==> src/rtl/timer_pkg.sv <==
// timer_pkg
//   Shared definitions for the timer halt handshake initiator: FSM state
//   encoding and default timeout sizing.
package timer_pkg;

    typedef enum logic [1:0] {
        IDLE    = 2'd0,
        REQ     = 2'd1,
        HALTED  = 2'd2,
        RELEASE = 2'd3
    } halt_state_e;

    localparam int TO_W_DEF      = 8;
    localparam int TO_CYCLES_DEF = 16;

endpackage

==> src/rtl/timer_halt_to_cnt.sv <==
// timer_halt_to_cnt
//   Clearable saturating up-counter with a terminal-count flag. Used to bound
//   how long the halt handshake waits for halt_ack to change.
// Ports
//   clk  in   clock
//   rst  in   synchronous reset, active-high
//   clr  in   clear count to zero (wins over en)
//   en   in   count enable
//   tc   out  count has reached LAST
module timer_halt_to_cnt #(
    parameter int W    = 8,
    parameter int LAST = 15
) (
    input  logic clk,
    input  logic rst,
    input  logic clr,
    input  logic en,
    output logic tc
);

    logic [W-1:0] cnt_q;

    always_ff @(posedge clk) begin
        if (rst || clr) begin
            cnt_q <= '0;
        end else if (en && (cnt_q != '1)) begin
            cnt_q <= cnt_q + 1'b1;
        end
    end

    assign tc = (cnt_q == W'(LAST));

endmodule

==> src/rtl/timer_halt_ctrl.sv <==
// timer_halt_ctrl
//   Debug-side initiator of the timer halt handshake. Converts one-cycle
//   halt/resume pulses into a level halt_req, tracks halt_ack to report
//   halted status, and optionally flags an unanswered handshake as a sticky
//   error.
// Build option
//   TIMER_HALT_TIMEOUT_EN : when defined, REQ/RELEASE are bounded by a
//   TO_CYCLES timeout that sets halt_err. When undefined, REQ/RELEASE wait
//   indefinitely, halt_err is tied 0 and err_clr is ignored.
// Ports
//   clk         in   clock
//   rst         in   synchronous reset, active-high
//   dbg_mode    in   debug mode active; halting legal only while 1
//   halt_cmd    in   pulse: request timer halt
//   resume_cmd  in   pulse: release halt / abort pending request
//   err_clr     in   pulse: clear halt_err
//   halt_ack    in   acknowledge from timer core
//   halt_req    out  halt request to timer core (state decode)
//   halted      out  timer confirmed halted (state decode)
//   halt_busy   out  handshake in flight (REQ or RELEASE)
//   halt_err    out  sticky handshake timeout
//
// state   | meaning
// IDLE    | no request, timer running
// REQ     | halt_req driven, waiting for halt_ack
// HALTED  | halt_ack seen, timer held
// RELEASE | halt_req dropped, waiting for halt_ack to fall
module timer_halt_ctrl
    import timer_pkg::*;
#(
    parameter int TO_W      = TO_W_DEF,
    parameter int TO_CYCLES = TO_CYCLES_DEF
) (
    input  logic clk,
    input  logic rst,
    input  logic dbg_mode,
    input  logic halt_cmd,
    input  logic resume_cmd,
    input  logic err_clr,
    input  logic halt_ack,
    output logic halt_req,
    output logic halted,
    output logic halt_busy,
    output logic halt_err
);

    halt_state_e state_q, state_d;
    logic        to_hit;
    logic        to_fire;

    always_ff @(posedge clk) begin
        if (rst) begin
            state_q <= IDLE;
        end else begin
            state_q <= state_d;
        end
    end

    always_comb begin
        state_d = state_q;
        to_fire = 1'b0;
        case (state_q)
            IDLE: begin
                if (halt_cmd && dbg_mode && !resume_cmd) begin
                    state_d = REQ;
                end
            end
            REQ: begin
                if (resume_cmd) begin
                    state_d = RELEASE;
                end else if (!dbg_mode) begin
                    state_d = IDLE;
                end else if (halt_ack) begin
                    state_d = HALTED;
                end else if (to_hit) begin
                    state_d = RELEASE;
                    to_fire = 1'b1;
                end
            end
            HALTED: begin
                if (resume_cmd || !dbg_mode) begin
                    state_d = RELEASE;
                end else if (!halt_ack) begin
                    // timer dropped ack on its own: re-assert and wait again
                    state_d = REQ;
                end
            end
            RELEASE: begin
                if (!halt_ack) begin
                    state_d = IDLE;
                end else if (to_hit) begin
                    state_d = IDLE;
                    to_fire = 1'b1;
                end
            end
            default: state_d = IDLE;
        endcase
    end

    assign halt_req  = (state_q == REQ) || (state_q == HALTED);
    assign halted    = (state_q == HALTED);
    assign halt_busy = (state_q == REQ) || (state_q == RELEASE);

`ifdef TIMER_HALT_TIMEOUT_EN
    logic to_clr;
    logic err_q;

    // Any state change restarts the wait window.
    assign to_clr = (state_d != state_q);

    timer_halt_to_cnt #(
        .W    (TO_W),
        .LAST (TO_CYCLES - 1)
    ) u_to_cnt (
        .clk (clk),
        .rst (rst),
        .clr (to_clr),
        .en  (halt_busy),
        .tc  (to_hit)
    );

    // Set has priority over a same-cycle clear.
    always_ff @(posedge clk) begin
        if (rst) begin
            err_q <= 1'b0;
        end else if (to_fire) begin
            err_q <= 1'b1;
        end else if (err_clr) begin
            err_q <= 1'b0;
        end
    end

    assign halt_err = err_q;
`else
    logic unused_cfg;

    assign to_hit     = 1'b0;
    assign halt_err   = 1'b0;
    assign unused_cfg = ^{err_clr, to_fire, TO_W'(TO_CYCLES - 1)};
`endif

endmodule

==> config.mk <==
export PLATFORM = sky130hd
export DESIGN_NAME = timer_halt_ctrl
export DESIGN_NICKNAME = d
export VERILOG_FILES = /design/src/rtl/timer_pkg.sv /design/src/rtl/timer_halt_to_cnt.sv /design/src/rtl/timer_halt_ctrl.sv
export SDC_FILE = /design/constraint.sdc
export NUM_CORES = 1
export LEC_CHECK = 0
export ABC_CLOCK_PERIOD_IN_PS = 1800
export CAP_MARGIN = 10
export CORE_AREA = 2 2 39 41
export DETAILED_ROUTE_END_ITERATION = 8
export DIE_AREA = 0 0 41 43
export GPL_TIMING_DRIVEN = 0
export PLACE_DENSITY = 0.46
export SYNTH_ARGS = -nofsm -noshare
export SYNTH_HDL_FRONTEND = slang
export SYNTH_HIERARCHICAL = 1
export SYNTH_SLANG_ARGS = --single-unit
export TNS_END_PERCENT = 100
==> constraint.sdc <==
create_clock -name clk -period 1.8 [get_ports clk]
set_clock_uncertainty 0.1 [all_clocks]
set_input_delay 0.27 -clock clk [delete_from_list [all_inputs] [get_ports clk]]
set_output_delay 0.27 -clock clk [all_outputs]
set_load 0.05 [all_outputs]
==> results of run 1 <==
## what timing repair did
item / in CTS / in global routing
hold buffers: 0 / 0
resized for setup: 8 / 3
endpoints found under the setup margin: 3 / 2
## kinds of logic after synthesis
| group | after synthesis | synth area share |
|---|---|---|
| multiplexers | 3 | 0.1393 |
| adder cells (fa/ha/maj) | 5 | 0.2488 |
| buffers and inverters | 3 | 0.05972 |
| other | 1 | 0.01491 |
| AO/OA/AOI/OAI | 5 | 0.1791 |
| flip-flops | 2 | 0.1592 |
| AND/OR/NAND/NOR | 7 | 0.1990 |
## path summary, 6_finish.rpt
kind | startpoint | to
setup reg to reg | state_q[0]$_SDFFE_PP0P_ | state_q[0]$_SDFFE_PP0P_
hold / removal | state_q[1]$_SDFFE_PP0P_ | state_q[1]$_SDFFE_PP0P_
hold reg to reg | state_q[1]$_SDFFE_PP0P_ | state_q[1]$_SDFFE_PP0P_
setup / recovery | state_q[0]$_SDFFE_PP0P_ | halt_req
## report_power, final
| group | total [mW] | leakage, nW | internal [mW] | switching (mW) |
|---|---|---|---|---|
| Combinational | 0.222 | 0.143 | 0.0881 | 0.133 |
| Clock | 0.101 | 0.0138 | 0.0736 | 0.0269 |
| Sequential | 0.0635 | 0.0163 | 0.0537 | 0.00978 |
## critical path: stages, from the launching register on
cell	delay (ns)
dfxtp_1	0.37
inv_1	0.10
ha_1	0.29
clkdlybuf4s15_2	0.36
## routing by layer
| metal | share of wire | track usage | vias up | wire, µm |
|---|---|---|---|---|
| met3 | 0.13 | 0.04712 | 2 | 66 |
| met2 | 0.39 | 0.08438 | 11 | 202 |
| met5 | 0 | 0 | - | 0 |
| li1 | - | - | 109 | - |
| met4 | 0.019 | 0.06000 | 0 | 10 |
| met1 | 0.46 | 0.09585 | 84 | 240 |
## final cells by class
| type | instances | share of cell area |
|---|---|---|
| repair buffers | 8 | 0.1952 |
| flip-flops and latches | 2 | 0.1096 |
| plain buffers | 1 | 0.02055 |
| multi-input cells | 21 | 0.5377 |
| clock buffers | 3 | 0.06164 |
| inverters | 2 | 0.02055 |
| well taps | 16 | 0.05479 |
## placed cells by master (no fill, tap or decap), drive strengths merged
cell / instances
clkdlybuf4s15: 1
inv: 2
ha: 5
o221ai: 1
a211oi: 1
clkbuf: 4
mux2i: 2
mux2: 1
conb: 1
or2: 1
nor2: 3
nand2b: 2
o21a: 1
dfxtp: 2
a22oi: 1
buf: 2
nand3b: 1
clkdlybuf4s50: 5
o21ai: 1
==> out/metrics.csv, run 1 <==
stage;metric;value;unit
route;WL/cell;9.811;µm
synth;Area contributors post-synth;ha_1, dfxtp_1, mux2i_1;
flow_run;Max Cap Violations;0;
sta;period utilization;0.9536;
pwr;P_leak;0.1727;nW
pwr;P per Cell Area;1055;nW/µm²
place;DP Wirelength;405.9;µm
min_path;Hold Path Class;register to register;
place;Port Buffer Count;8;
synth;Mapped Area;251.5;µm²
synth;Main synth FF type;dfxtp_1;
synth;Ys Warns;6;
synth;top-area cell type share of the netlist area;0.2488;
route;final WL;520;µm
synth;Yosys reg bits;2;
route;initial DRC count;3;
layout;max reg flops;2;
place;Placed Instance Area;351.6;µm²
cts;CTS buffer count;3;
synth;Yosys cell types;16;
route;vias per cell;3.887;
global_route;antenna violations before repair;0;
place;Post-Place Worst Slack;-0.1815;ns
sta;RSZ-0062 raised after global routing;no;
sta;Pins Over Slew Limit;0;
sta;Setup WS post-layout;0.08346;ns
cts;register clock-pin slew on the reported worst setup and hold paths;0.03;ns
synth;Post-Synthesis Cells;26;
worst_setup_path;Crit Path Class;register to output port;
layout;area delta synth->final;45.27;%
cts;clock sinks;2;
die;Die Wd;41;µm
pwr;maximum VDD drop;0.4543;mV
cts;CTS tree;yes;
die;row count;14;
global_route;global-route usage over all layers;0.07515;
synth;part of the Yosys area used for sequential elements;0.1592;
cts;Setup Fix Bufs, Post-CTS;0;
layout;share of layout cells above drive strength 1;0.2973;
global_route;grt total ovfl;0;
synth;EDFF count, synth;0;
layout;design area;365.4;µm²
worst_setup_path;Worst EP arrival;1.35;ns
layout;Largest regs;state_q: 2 flops;
global_route;first-pass GRT wire length;821;µm
pwr;Tot Pwr;0.3856;mW
layout;fin util;0.2640;
layout;Fillers;154;
route;Residual DRC;0;
place;global placement routability congestion;0.6002;
cts;clock root cell;clkbuf_4;
route;DRT antenna net count;0;
die;die footprint;1763;µm²
layout;diode count;0;
sta;hold_ws;0.4225;ns
place;post-placement cell count;50;
cts;Max clock buf depth;2;
synth;Synth top cells by count;ha_1, nor2_1;
synth;cell taking the most area after synthesis;ha_1;
synth;dominant cell by count in the synthesized netlist;ha_1;
die;Core Footprint;1384;µm²
worst_setup_path;reg-to-reg slack, setup;0.29;ns
synth;syn_area_per_cell;9.673;µm²
cts;worst skew pair latency;0.23;ns
synth;Synth Net Count;38;
sta;final hold vios;0;
cts;CTS HTree Levels;1;
die;Die H;43;µm
min_path;Hold Path Cell Cnt;2;
die;IO Pins;11;
global_route;number of global-route vias before repair;209;
layout;Post-Layout Cell Count;53;
sta;Max Clock Freq;582.6;MHz
die;Starting Density;0.1817;
layout;fin nets;51;
sta;Final TNS setup;0;ns
route;router iterations before antenna repair;2;
worst_setup_path;Reg2Reg Depth;5;
sta;Setup violations, final;0;
worst_setup_path;CP Capture Type;output port;
layout;Multi-input gate area;196.4;µm²
status;status;complete, no violations;
synth;ys async rst share;0;
layout;Biggest register;state_q;
worst_setup_path;data required time of the worst path;1.43;ns
route;Vias;206;
layout;Reg area;40.04;µm²
sta;min Tclk post-route;1.717;ns
worst_setup_path;crit-path max FO;4;
worst_setup_path;Worst Setup Start Kind;register;
global_route;largest net degree at the start of global routing;5;
(Power assumes the default switching activity.)
==> inputs of run 2 (changes only) <==
--- a/config.mk
+++ b/config.mk
@@ -5,13 +5,14 @@
 export SDC_FILE = /design/constraint.sdc
 export NUM_CORES = 1
 export LEC_CHECK = 0
-export ABC_CLOCK_PERIOD_IN_PS = 1800
+export ABC_CLOCK_PERIOD_IN_PS = 2000
 export CAP_MARGIN = 10
 export CORE_AREA = 2 2 39 41
 export DETAILED_ROUTE_END_ITERATION = 8
 export DIE_AREA = 0 0 41 43
-export GPL_TIMING_DRIVEN = 0
-export PLACE_DENSITY = 0.46
+export DONT_BUFFER_PORTS = 1
+export GPL_TIMING_DRIVEN = 1
+export PLACE_DENSITY = 0.36
 export SYNTH_ARGS = -nofsm -noshare
 export SYNTH_HDL_FRONTEND = slang
 export SYNTH_HIERARCHICAL = 1
==> constraint.sdc (replaced) <==
create_clock -name clk -period 2 [get_ports clk]
set_clock_uncertainty 0.1 [all_clocks]
set_input_delay 0.3 -clock clk [delete_from_list [all_inputs] [get_ports clk]]
set_output_delay 0.3 -clock clk [all_outputs]
set_load 0.05 [all_outputs]
==> out/metrics.csv, run 2 (synthesis gave the netlist of run 1 again) <==
stage;metric;value;unit
status;status;complete, no violations;
die;Die H;43;µm
route;WL/cell;10.62;µm
flow_run;Max Cap Violations;0;
layout;max reg flops;2;
layout;commonest cells after routing, fill and taps aside;ha_1, nor2_1, clkbuf_4;
cts;CTS buffer count;3;
global_route;largest net degree at the start of global routing;5;
pwr;P_leak;0.1393;nW
worst_setup_path;FF-to-FF End;state_q[0]$_SDFFE_PP0P_;
min_path;Hold Path Cell Cnt;2;
layout;Fillers;151;
worst_setup_path;reg-to-reg slack, setup;0.48;ns
route;final WL;478;µm
route;Residual DRC;0;
pwr;P per Cell Area;1078;nW/µm²
route;max layer used;met3;
cts;clock sinks;2;
cts;worst skew pair latency;0.22;ns
worst_setup_path;Reg2Reg Depth;5;
worst_setup_path;FF-to-FF Start;state_q[0]$_SDFFE_PP0P_;
cts;CTS tree;yes;
min_path;min-delay src;rst;
cts;CTS resizes;0;
global_route;antenna violations before repair;0;
layout;fin util;0.2125;
cts;hold_buf cts;0;
sta;period utilization;0.8691;
die;Core Footprint;1384;µm²
global_route;global-route usage over all layers;0.06707;
worst_setup_path;data required time of the worst path;1.60;ns
worst_setup_path;Worst Setup Start Kind;register;
cts;CTS HTree Levels;1;
place;Port Buffer Count;0;
place;post-placement cell count;42;
global_route;first-pass GRT wire length;752;µm
route;router iterations before antenna repair;2;
route;DR WL met2;239;µm
sta;Setup WS post-layout;0.2617;ns
sta;Pins Over Slew Limit;0;
route;Vias;187;
die;Die Wd;41;µm
sta;Setup violations, final;0;
pwr;maximum VDD drop;0.2738;mV
layout;area delta synth->final;16.92;%
layout;Post-Layout Cell Count;45;
place;global placement routability congestion;0.6899;
layout;commonest non-fill, non-tap cell in the layout;ha_1;
cts;Max clock buf depth;2;
place;DP Wirelength;401.7;µm
layout;fin nets;43;
min_path;Worst Hold End;state_q[1]$_SDFFE_PP0P_;
die;Starting Density;0.1817;
die;IO Pins;11;
cts;Setup Fix Bufs, Post-CTS;0;
layout;Largest regs;state_q: 2 flops;
layout;Biggest register;state_q;
route;DRT antenna net count;0;
route;initial DRC count;1;
sta;final hold vios;0;
layout;diode count;0;
global_route;grt total ovfl;0;
worst_setup_path;crit-path max FO;4;
cts;register clock-pin slew on the reported worst setup and hold paths;0.03;ns
die;die footprint;1763;µm²
die;row count;14;
min_path;Hold Path Class;input port to register;
route;M1 WL;193;µm
route;vias per cell;4.156;
layout;share of layout cells above drive strength 1;0.2759;
worst_setup_path;CP Capture Type;output port;
sta;Max Clock Freq;575.3;MHz
global_route;number of global-route vias before repair;202;
place;Post-Place Worst Slack;0.4806;ns
route;metal3 WL;45;µm
cts;clock root cell;clkbuf_4;
sta;min Tclk post-route;1.738;ns
worst_setup_path;Crit Path Class;register to output port;
sta;Final TNS setup;0;ns
worst_setup_path;Worst EP arrival;1.34;ns
sta;RSZ-0062 raised after global routing;no;
run 2: worst max-delay path by stage:
stage                            startpoint                 endpoint  slack, ns  cells past startpoint
floorplan           state_q[0]$_SDFFE_PP0P_  state_q[0]$_SDFFE_PP0P_       0.21                      5
global placement    state_q[0]$_SDFFE_PP0P_  state_q[0]$_SDFFE_PP0P_       0.50                      5
detailed placement  state_q[0]$_SDFFE_PP0P_  state_q[0]$_SDFFE_PP0P_       0.48                      5
CTS                 state_q[1]$_SDFFE_PP0P_                halt_busy       0.24                      3
global route        state_q[1]$_SDFFE_PP0P_                halt_busy       0.20                      3
finish              state_q[1]$_SDFFE_PP0P_                halt_busy       0.26                      3
run 2: critical path: stages, from the launching register on:
cell and delay (ns):
dfxtp_1 0.37, inv_1 0.09, ha_1 0.22, or2_1 0.43
run 2: layer usage:
layer	global-route usage	vias up
met5	0	-
met4	0.06000	0
met3	0.03141	0
met2	0.09375	7
met1	0.07006	87
li1	-	93
run 2: report_power, final:
group	switching, mW	total [mW]	internal, mW
logic	0.112	0.172	0.0593
registers	0.00883	0.0571	0.0483
clock network	0.0222	0.0883	0.0661
run 2: per-stage QoR:
stage | hold WS (ns) | power, mW | area [µm²]
6_report | 0.1688 | 0.3170 | 294.0
4_1_cts | 0.1561 | 0.3273 | 294.0
3_5_place_dp | 0.3981 | 0.2313 | 271.5
3_3_place_gp | 0.3989 | 0.2287 | 271.5
5_1_grt | 0.1656 | 0.3395 | 294.0
2_1_floorplan | 0.3840 | 0.2118 | 251.5
run 2: final cells by class:
| type | instances | area [µm²] | area share |
|---|---|---|---|
| clock buffer | 3 | 22.52 | 0.07660 |
| inverter | 2 | 7.507 | 0.02553 |
| timing repair buffer | 1 | 7.507 | 0.02553 |
| sequential | 2 | 40.04 | 0.1362 |
| multi-input combinational | 21 | 196.4 | 0.6681 |
| tap | 16 | 20.02 | 0.06809 |
==> inputs of run 3 (changes only) <==
--- a/config.mk
+++ b/config.mk
@@ -7,9 +7,9 @@
 export LEC_CHECK = 0
 export ABC_CLOCK_PERIOD_IN_PS = 2000
 export CAP_MARGIN = 10
-export CORE_AREA = 2 2 39 41
+export CORE_AREA = 8 8 45 47
 export DETAILED_ROUTE_END_ITERATION = 8
-export DIE_AREA = 0 0 41 43
+export DIE_AREA = 0 0 53 55
 export DONT_BUFFER_PORTS = 1
 export GPL_TIMING_DRIVEN = 1
 export PLACE_DENSITY = 0.36
==> out/metrics.csv, run 3 (synthesis gave the netlist of run 1 again) <==
stage;metric;value;unit
cts;register clock-pin slew on the reported worst setup and hold paths;0.03;ns
route;vias per cell;4.178;
layout;fin nets;43;
pwr;Seq pwr share;0.176;
worst_setup_path;delay-heaviest family, CP;simple AND/OR/NAND/NOR gates;
status;status;complete, no violations;
layout;max reg flops;2;
layout;share of layout cells above drive strength 1;0.2759;
worst_setup_path;crit-path max FO;4;
die;Die H;55;µm
worst_setup_path;Crit Path Class;register to output port;
worst_setup_path;Buf+Inv Stages, Crit Path;1;
pwr;P_leak;0.1393;nW
sta;Setup violations, final;0;
layout;Largest regs;state_q: 2 flops;
global_route;largest net degree at the start of global routing;5;
die;Die Wd;53;µm
worst_setup_path;Crit. path cell count;3;
cts;hold_buf cts;0;
sta;period utilization;0.8742;
route;WL/cell;12.31;µm
sta;Max Clock Freq;571.9;MHz
pwr;switching power total;0.1483;mW
layout;Biggest register;state_q;
sta;min Tclk post-route;1.748;ns
place;Port Buffer Count;0;
sta;Pins Over Slew Limit;0;
cts;clock sinks;2;
worst_setup_path;crit path capture;halt_busy;
worst_setup_path;FF-to-FF Start;state_q[0]$_SDFFE_PP0P_;
pwr;maximum VDD drop;0.2653;mV
worst_setup_path;data required time of the worst path;1.60;ns
worst_setup_path;FF-to-FF End;state_q[0]$_SDFFE_PP0P_;
cts;clock root cell;clkbuf_4;
layout;commonest cells after routing, fill and taps aside;ha_1, nor2_1, clkbuf_4;
sta;final hold vios;0;
global_route;met2 usage;0.05469;
cts;CTS HTree Levels;1;
worst_setup_path;CP Capture Type;output port;
cts;Max clock buf depth;2;
place;Placed Instance Area;271.5;µm²
route;DRT antenna net count;0;
cts;CTS buffer count;3;
sta;RSZ-0062 raised after global routing;no;
pwr;Clock power frac;0.295;
layout;area delta synth->final;16.92;%
global_route;GR Util met1;0.03480;
die;row count;14;
layout;diode count;0;
global_route;global-route usage over all layers;0.04637;
sta;hold_ws;0.1600;ns
worst_setup_path;crit-path max cell delay;0.43;ns
worst_setup_path;Worst EP arrival;1.35;ns
worst_setup_path;reg-to-reg slack, setup;0.49;ns
place;global placement routability congestion;0.6351;
worst_setup_path;Reg2Reg Depth;5;
flow_run;Max Cap Violations;0;
min_path;Hold Path Class;input port to register;
worst_setup_path;crit-path cells;inv_1 > ha_1 > or2_1;
global_route;number of global-route vias before repair;185;
place;post-placement cell count;42;
worst_setup_path;Worst Setup Start Kind;register;
global_route;Most Used Layer, Global Route;met3;
route;Vias;188;
global_route;met3 Use GR;0.07487;
route;initial DRC count;0;
pwr;Sw Ratio;0.4602;
die;die footprint;2915;µm²
layout;commonest non-fill, non-tap cell in the layout;ha_1;
cts;Setup Fix Bufs, Post-CTS;0;
route;router iterations before antenna repair;1;
place;DP Wirelength;456.5;µm
global_route;grt total ovfl;0;
global_route;first-pass GRT wire length;841;µm
global_route;antenna violations before repair;0;
die;IO Pins;11;
cts;CTS resizes;0;
cts;worst skew pair latency;0.24;ns
die;Starting Density;0.1817;
die;Core Footprint;1384;µm²
pwr;P per Cell Area;1096;nW/µm²
layout;Post-Layout Cell Count;45;
worst_setup_path;critical path's slowest cell;or2_1;
layout;design area;294.0;µm²
cts;CTS tree;yes;
pwr;Int Pwr;0.1740;mW
route;final WL;554;µm
sta;Final TNS setup;0;ns
layout;fin util;0.2125;
worst_setup_path;CP Launch Point;state_q[1]$_SDFFE_PP0P_;
pwr;Logic pwr share;0.529;
route;Residual DRC;0;
## run 3: cell counts in the layout (fill, tap and decap cells not counted)
No cell type changed its count.
## run 3: worst min-delay path by stage
stage,from,to,slack [ns],cells past startpoint
5_1_grt,rst,state_q[1]$_SDFFE_PP0P_,0.16,2
3_5_place_dp,rst,state_q[1]$_SDFFE_PP0P_,0.39,2
4_1_cts,rst,state_q[1]$_SDFFE_PP0P_,0.16,2
3_3_place_gp,rst,state_q[1]$_SDFFE_PP0P_,0.40,2
2_1_floorplan,rst,state_q[1]$_SDFFE_PP0P_,0.38,2
6_report,rst,state_q[1]$_SDFFE_PP0P_,0.16,2
## run 3: power by group through the flow
stage               clock network, mW  registers [mW]  logic, mW
floorplan                           0          0.0557      0.156
global placement                    0          0.0575      0.172
detailed placement                  0          0.0578      0.173
CTS                            0.0986          0.0573      0.173
global route                    0.104          0.0592      0.183
finish                         0.0950          0.0567      0.171
## run 3: metal layers
metal  vias to the layer above  share of wire
li1                         93              -
met1                        84           0.37
met2                        11           0.40
met3                         0           0.23
met4                         0              0
met5                         -              0
## run 3: per-stage QoR
step           worst slack (ns)  power (mW)
6_report                 0.2515      0.3224
5_1_grt                  0.1737      0.3464
3_3_place_gp             0.5025      0.2291
4_1_cts                  0.2330      0.3293
2_1_floorplan            0.2057      0.2118
3_5_place_dp             0.4734      0.2309
## run 3: layout make-up
cell class | instances | area [µm²]
fillers | 159 | 1090
multi-input cells | 21 | 196.4
flip-flops and latches | 2 | 40.04
clock buffers | 3 | 22.52
well taps | 16 | 20.02
repair buffers | 1 | 7.507
inverters | 2 | 7.507
## run 3: worst reg2reg max path, stage by stage, from the launching register on
cell,delay [ns]
dfxtp_1,0.37
inv_1,0.10
ha_1,0.25
mux2i_1,0.18
o21ai_2,0.10
mux2_4,0.30
